$ cat src/rtl/wallace_tree_arbiter_if.sv
// wallace_tree_arbiter_if: operand request and product response handshakes for two requesters
interface wallace_tree_arbiter_if;
  logic [1:0] req_valid;
  logic [1:0] req_ready;
  logic [3:0] req_a0;
  logic [3:0] req_b0;
  logic [3:0] req_a1;
  logic [3:0] req_b1;
  logic [1:0] rsp_valid;
  logic [1:0] rsp_ready;
  logic [7:0] rsp_p0;
  logic [7:0] rsp_p1;
  modport master (
    output req_valid, req_a0, req_b0, req_a1, req_b1, rsp_ready,
    input  req_ready, rsp_valid, rsp_p0, rsp_p1
  );
  modport slave (
    input  req_valid, req_a0, req_b0, req_a1, req_b1, rsp_ready,
    output req_ready, rsp_valid, rsp_p0, rsp_p1
  );
endinterface

$ cat src/rtl/wallace_tree_arbiter.sv
// wallace_tree_arbiter: round-robin sharing of one 4x4 signed Wallace-tree multiplier between two requesters
module wallace_tree (
  input  logic [3:0] a_i,
  input  logic [3:0] b_i,
  output logic [7:0] p_o
);
  logic [3:0][3:0] pp;
  logic s2, c2, s3, c3, s4, c4, s5, c5, t3, d3, t4, d4, u5, e5, h6, g7;
  function automatic logic [1:0] fa(input logic x, input logic y, input logic z);
    return {(x & y) | (z & (x ^ y)), x ^ y ^ z};
  endfunction
  function automatic logic [1:0] ha(input logic x, input logic y);
    return {x & y, x ^ y};
  endfunction
  // Baugh-Wooley: terms touching exactly one sign bit are inverted, 1s at bits 4 and 7 correct the sum
  for (genvar i = 0; i < 4; i++) begin : g_row
    for (genvar j = 0; j < 4; j++) begin : g_col
      assign pp[i][j] = (a_i[j] & b_i[i]) ^ ((i == 3) != (j == 3));
    end
  end
  always_comb begin
    {c2, s2} = fa(pp[0][2], pp[1][1], pp[2][0]);
    {c3, s3} = fa(pp[0][3], pp[1][2], pp[2][1]);
    {c4, s4} = fa(pp[1][3], pp[2][2], pp[3][1]);
    {c5, s5} = ha(pp[2][3], pp[3][2]);
    {d3, t3} = fa(s3, pp[3][0], c2);
    {d4, t4} = fa(s4, 1'b1, c3);
    {e5, u5} = fa(s5, c4, d4);
    {g7, h6} = ha(pp[3][3], c5);
    p_o = {1'b1, h6, u5, t4, t3, s2, pp[0][1], pp[0][0]} + {g7, e5, 1'b0, d3, 2'b00, pp[1][0], 1'b0};
  end
endmodule

module wallace_tree_arbiter #(
  parameter bit PRIO_RESET = 1'b0
) (
  input  logic                  clk,
  input  logic                  rst,
  wallace_tree_arbiter_if.slave bus,
  output logic                  busy_o,
  output logic [7:0]            done_cnt0_o,
  output logic [7:0]            done_cnt1_o
);
  logic            op_valid_q, op_valid_d, op_tag_q, op_tag_d, last_q, last_d;
  logic [3:0]      op_a_q, op_a_d, op_b_q, op_b_d;
  logic [1:0]      rsp_full_q, rsp_full_d;
  logic [1:0][7:0] rsp_p_q, rsp_p_d, done_cnt_q, done_cnt_d;
  logic [1:0]      elig, cand, grant, drain, cap;
  logic [7:0]      prod;
  wallace_tree u_mul (.a_i(op_a_q), .b_i(op_b_q), .p_o(prod));
  // a requester with a full buffer or an op in flight waits, so each has at most one outstanding
  always_comb begin
    elig = ~rsp_full_q & ~({op_tag_q, ~op_tag_q} & {2{op_valid_q}});
    cand = bus.req_valid & elig;
    grant = rst ? 2'b00 : &cand ? (last_q ? 2'b01 : 2'b10) : cand;
    drain = rsp_full_q & bus.rsp_ready;
    cap = {op_valid_q & op_tag_q, op_valid_q & ~op_tag_q};
    op_valid_d = |grant;
    op_tag_d = op_valid_d ? grant[1] : op_tag_q;
    last_d = op_valid_d ? grant[1] : last_q;
    op_a_d = op_valid_d ? (grant[1] ? bus.req_a1 : bus.req_a0) : op_a_q;
    op_b_d = op_valid_d ? (grant[1] ? bus.req_b1 : bus.req_b0) : op_b_q;
    rsp_full_d = (rsp_full_q & ~drain) | cap;
    for (int i = 0; i < 2; i++) begin
      rsp_p_d[i] = cap[i] ? prod : rsp_p_q[i];
      done_cnt_d[i] = done_cnt_q[i] + 8'(drain[i]);
    end
  end
  assign bus.req_ready = grant;
  assign bus.rsp_valid = rsp_full_q;
  assign bus.rsp_p0 = rsp_p_q[0];
  assign bus.rsp_p1 = rsp_p_q[1];
  assign busy_o = op_valid_q;
  assign done_cnt0_o = done_cnt_q[0];
  assign done_cnt1_o = done_cnt_q[1];
  always_ff @(posedge clk)
    if (rst) begin
      op_valid_q <= 1'b0;
      op_tag_q <= 1'b0;
      last_q <= ~PRIO_RESET;
      op_a_q <= '0;
      op_b_q <= '0;
      rsp_full_q <= '0;
      rsp_p_q <= '0;
      done_cnt_q <= '0;
    end else begin
      op_valid_q <= op_valid_d;
      op_tag_q <= op_tag_d;
      last_q <= last_d;
      op_a_q <= op_a_d;
      op_b_q <= op_b_d;
      rsp_full_q <= rsp_full_d;
      rsp_p_q <= rsp_p_d;
      done_cnt_q <= done_cnt_d;
    end
endmodule

$ cat src/flat_wrapper.sv
// flat-port wrapper written by rule: the top's interface ports become plain ports
module wallace_tree_arbiter_flat 
#(
  parameter bit PRIO_RESET = 1'b0
)
  (clk, rst, busy_o, done_cnt0_o, done_cnt1_o, bus_req_valid, bus_req_a0, bus_req_b0, bus_req_a1, bus_req_b1, bus_rsp_ready, bus_req_ready, bus_rsp_valid, bus_rsp_p0, bus_rsp_p1);
  wallace_tree_arbiter_if bus_i ();
  input  logic clk;
  input  logic rst;
  output logic busy_o;
  output logic [7:0] done_cnt0_o;
  output logic [7:0] done_cnt1_o;
  input wire logic [$bits(bus_i.req_valid)-1:0] bus_req_valid;
  input wire logic [$bits(bus_i.req_a0)-1:0] bus_req_a0;
  input wire logic [$bits(bus_i.req_b0)-1:0] bus_req_b0;
  input wire logic [$bits(bus_i.req_a1)-1:0] bus_req_a1;
  input wire logic [$bits(bus_i.req_b1)-1:0] bus_req_b1;
  input wire logic [$bits(bus_i.rsp_ready)-1:0] bus_rsp_ready;
  output wire logic [$bits(bus_i.req_ready)-1:0] bus_req_ready;
  output wire logic [$bits(bus_i.rsp_valid)-1:0] bus_rsp_valid;
  output wire logic [$bits(bus_i.rsp_p0)-1:0] bus_rsp_p0;
  output wire logic [$bits(bus_i.rsp_p1)-1:0] bus_rsp_p1;
  assign bus_i.req_valid = bus_req_valid;
  assign bus_i.req_a0 = bus_req_a0;
  assign bus_i.req_b0 = bus_req_b0;
  assign bus_i.req_a1 = bus_req_a1;
  assign bus_i.req_b1 = bus_req_b1;
  assign bus_i.rsp_ready = bus_rsp_ready;
  assign bus_req_ready = bus_i.req_ready;
  assign bus_rsp_valid = bus_i.rsp_valid;
  assign bus_rsp_p0 = bus_i.rsp_p0;
  assign bus_rsp_p1 = bus_i.rsp_p1;
  wallace_tree_arbiter #(.PRIO_RESET(PRIO_RESET)) u_core (.clk(clk), .rst(rst), .bus(bus_i), .busy_o(busy_o), .done_cnt0_o(done_cnt0_o), .done_cnt1_o(done_cnt1_o));
endmodule
$ cat config.mk
export PLATFORM = sky130hd
export DESIGN_NAME = wallace_tree_arbiter_flat
export DESIGN_NICKNAME = d
export VERILOG_FILES = /design/src/rtl/wallace_tree_arbiter_if.sv /design/src/rtl/wallace_tree_arbiter.sv /design/src/flat_wrapper.sv
export SDC_FILE = /design/constraint.sdc
export NUM_CORES = 1
export LEC_CHECK = 0
export CAP_MARGIN = 20
export CORE_ASPECT_RATIO = 0.9
export CORE_MARGIN = 8
export CORE_UTILIZATION = 50
export DETAILED_ROUTE_END_ITERATION = 10
export PLACE_DENSITY = 0.82
export SETUP_SLACK_MARGIN = 0.02
export SYNTH_ARGS = -nofsm -noshare
export SYNTH_HDL_FRONTEND = slang
export SYNTH_SLANG_ARGS = --single-unit
$ cat constraint.sdc
create_clock -name clk -period 7.15 [get_ports clk]
set_input_delay 2.145 -clock clk [delete_from_list [all_inputs] [get_ports clk]]
set_output_delay 2.145 -clock clk [all_outputs]
set_load 0.05 [all_outputs]
==> run summary <==
Overall Global Routing Usage - 0.1530
CTS clk-pin slew, worst paths - 0.08 ns
Synth cell types - 32
Flops & latches, synth - 45
Critical path class - in2out
DRT iter0 DRCs - 119
Detail Route Antenna Nets - 0
Worst skew pair latency - 0.30 ns
CTS tree - done
Syn Std Cell Area - 2210 sq um
Slew @ Worst Pin - 0.5237 ns
Max VDD drop - 0.0001115 V
Initial antenna violation count - 0
Synth warn - 0
EDFF count, synth - 0
Critical Path AT - 4.04 ns
Syn Inst Count - 245
Syn_area_per_cell - 9.019 sq um
Final worst path period share - 0.8645
Setup repair bufs after CTS - 0
Area grow syn2layout - 32.62%
Setup_tns - 0 ns
Internal power - 0.4456 mW
CP endpoint kind - output pin
Setup WS post-layout - 0.9690 ns
Number of CTS-inserted buffers - 5
P_sw - 0.2104 mW
Die width - 86.08 um
CTS sink count - 45
Post-CTS Hold Buffers - 0
Filler cells - 354
Cell Pwr Density - 223.9 nW/um^2
Syn_nets - 283
Slew Viols, Final - 0
Synth Flop Type - dfxtp_1
Async S/R FF share, synth - 0
Commonest non-fill, non-tap cells in the layout - 57 x clkdlybuf4s50_1, 45 x dfxtp_1, 24 x nand2_1
Crit path time final - 6.181 ns
H-tree levels - 2
Layout cell share with drive strength beyond 1 - 0.04983
Net count, final - 338
Max frequency - 0.1618 GHz
DRC viols - 0
Drt total wl - 5.132 mm
Crit path max fanout - 4
Max-Cap Viols - 0
Dpl ws - 0.9868 ns
Total number of vias - 1889
RSZ-0062 raised after global routing - no
Buffers on Ports - 58
CP startpoint kind - input pin
I/O pins - 59
Initial Utilization - 0.5085
Hold WC Path Type - reg2reg
Crit path from - bus_req_valid[0]
Reg2Reg Launch Point - u_core.op_b_q[0]
Die area - 6806 sq um
Slew HR - 0.6498
Final Hold Fails - 0
Drt via density - 5.204
Die Y - 79.07 um
Pin count of the biggest net entering global routing - 32
Worst hold start - u_core.bus.rsp_p1[2]
First-pass GRT wire length - 8.445 mm
Layout Skew - 0.003125 ns
Final setup violation count - 0
Row count - 23
Bufs on Longest Clock Path - 2
Vias in the first global route - 1787
Root buf cell - clkbuf_8
Clock power share - 0.292
RD Place Congestion - 0.8288
Routed length per placed instance - 14.14 um
First-pass DRT Iterations - 4
Worst EP required - 5.01 ns
Post_cts resized - 0
Commonest non-fill, non-tap cell in the layout - clkdlybuf4s50_1
GR Overflow Total - 0
Sequential area share after synthesis - 0.4077
Combinational power share - 0.282
Sw frac - 0.3207
Status - complete, no violations
Power share of the sequential group - 0.426
LEAKAGE - 1.117 nW
Core ar. - 4345 sq um
# diodes - 0
Hpwl dp - 3.868 mm
[power groups by stage]
stage	sequential (mW)	clock, mW	combinational [mW]
after floorplan	0.313	0	0.104
after global placement	0.285	0	0.181
after CTS	0.280	0.193	0.186
after global routing	0.282	0.206	0.202
final	0.280	0.192	0.185
after detailed placement	0.286	0	0.184
[state kept, by name, indices dropped and copies added, names as in the netlist]
name / cells
u_core.bus.rsp_p0: 8
u_core.bus.rsp_p1: 8
u_core.done_cnt0_o: 8
u_core.done_cnt1_o: 8
u_core.op_a_q: 4
u_core.op_b_q: 4
u_core.bus.rsp_valid: 2
u_core.busy_o: 1
u_core.last_q: 1
u_core.op_tag_q: 1
[critical path, stage by stage]
cell and delay (ns):
clkdlybuf4s50_1 0.44, nor2b_1 0.24, nand2_1 0.13, nor3_1 0.23, clkdlybuf4s50_1 0.85
[final timing paths]
kind / end / slack (ns) / depth (start not counted)
setup / recovery: bus_req_ready[0] / 0.97 / 5
hold / removal: u_core.bus.rsp_p1[2] / 0.46 / 2
setup reg to reg: u_core.bus.rsp_p1[7] / 4.54 / 8
hold reg to reg: u_core.bus.rsp_p1[2] / 0.46 / 2
[per-layer routing]
metal,up-vias,GRT usage,wire length [um]
met5,-,0,0
met4,0,0.05420,63
met3,5,0.03402,340
met2,65,0.2629,2499
met1,867,0.1834,2229
li1,952,-,-
[synth_stat cells, types with 6 or more instances]
library cell | instances | area (sq um)
nor2_1 | 21 | 78.83
xnor2_1 | 6 | 52.55
a31oi_1 | 9 | 56.30
and2_1 | 12 | 75.07
xor2_1 | 11 | 96.34
a211oi_1 | 6 | 45.04
dfxtp_1 | 45 | 900.9
ha_1 | 11 | 137.6
nand3_1 | 21 | 105.1
o31ai_1 | 8 | 60.06
nor2b_1 | 6 | 37.54
a21oi_1 | 13 | 65.06
o21ai_0 | 12 | 60.06
nand2_1 | 24 | 90.09
[per-stage QoR]
step                area [sq um]  hold WS, ns  cells  utilization  power (mW)
floorplan                   2210       0.4856    245            -      0.4168
global placement            2819       0.4458    355       0.6487      0.4659
detailed placement          2819       0.4498    355       0.6487      0.4700
CTS                         2930       0.4665    363       0.6743      0.6590
global route                2930       0.4906    363       0.6743      0.6906
finish                      2930       0.4625    363       0.6743      0.6560
[kinds of logic after synthesis]
group / count (synthesis) / synth area share
DFF: 45 / 0.4077
buffers and inverters: 16 / 0.03850
and+or+nand+nor: 99 / 0.2293
adders and majority gates: 16 / 0.1076
xor gates and xnor gates: 17 / 0.06738
AOI/OAI and AO/OA: 52 / 0.1495
[cell type report]
type | count | area (sq um) | share of cell area
timing repair buffer | 59 | 598.1 | 0.2041
sequential | 45 | 900.9 | 0.3074
clock inverter | 2 | 38.79 | 0.01324
tap | 62 | 77.57 | 0.02647
multi-input combinational | 184 | 1224 | 0.4176
inverter | 5 | 18.77 | 0.006405
clock buffer | 6 | 72.57 | 0.02477
Power figures use the tool's default switching activity.
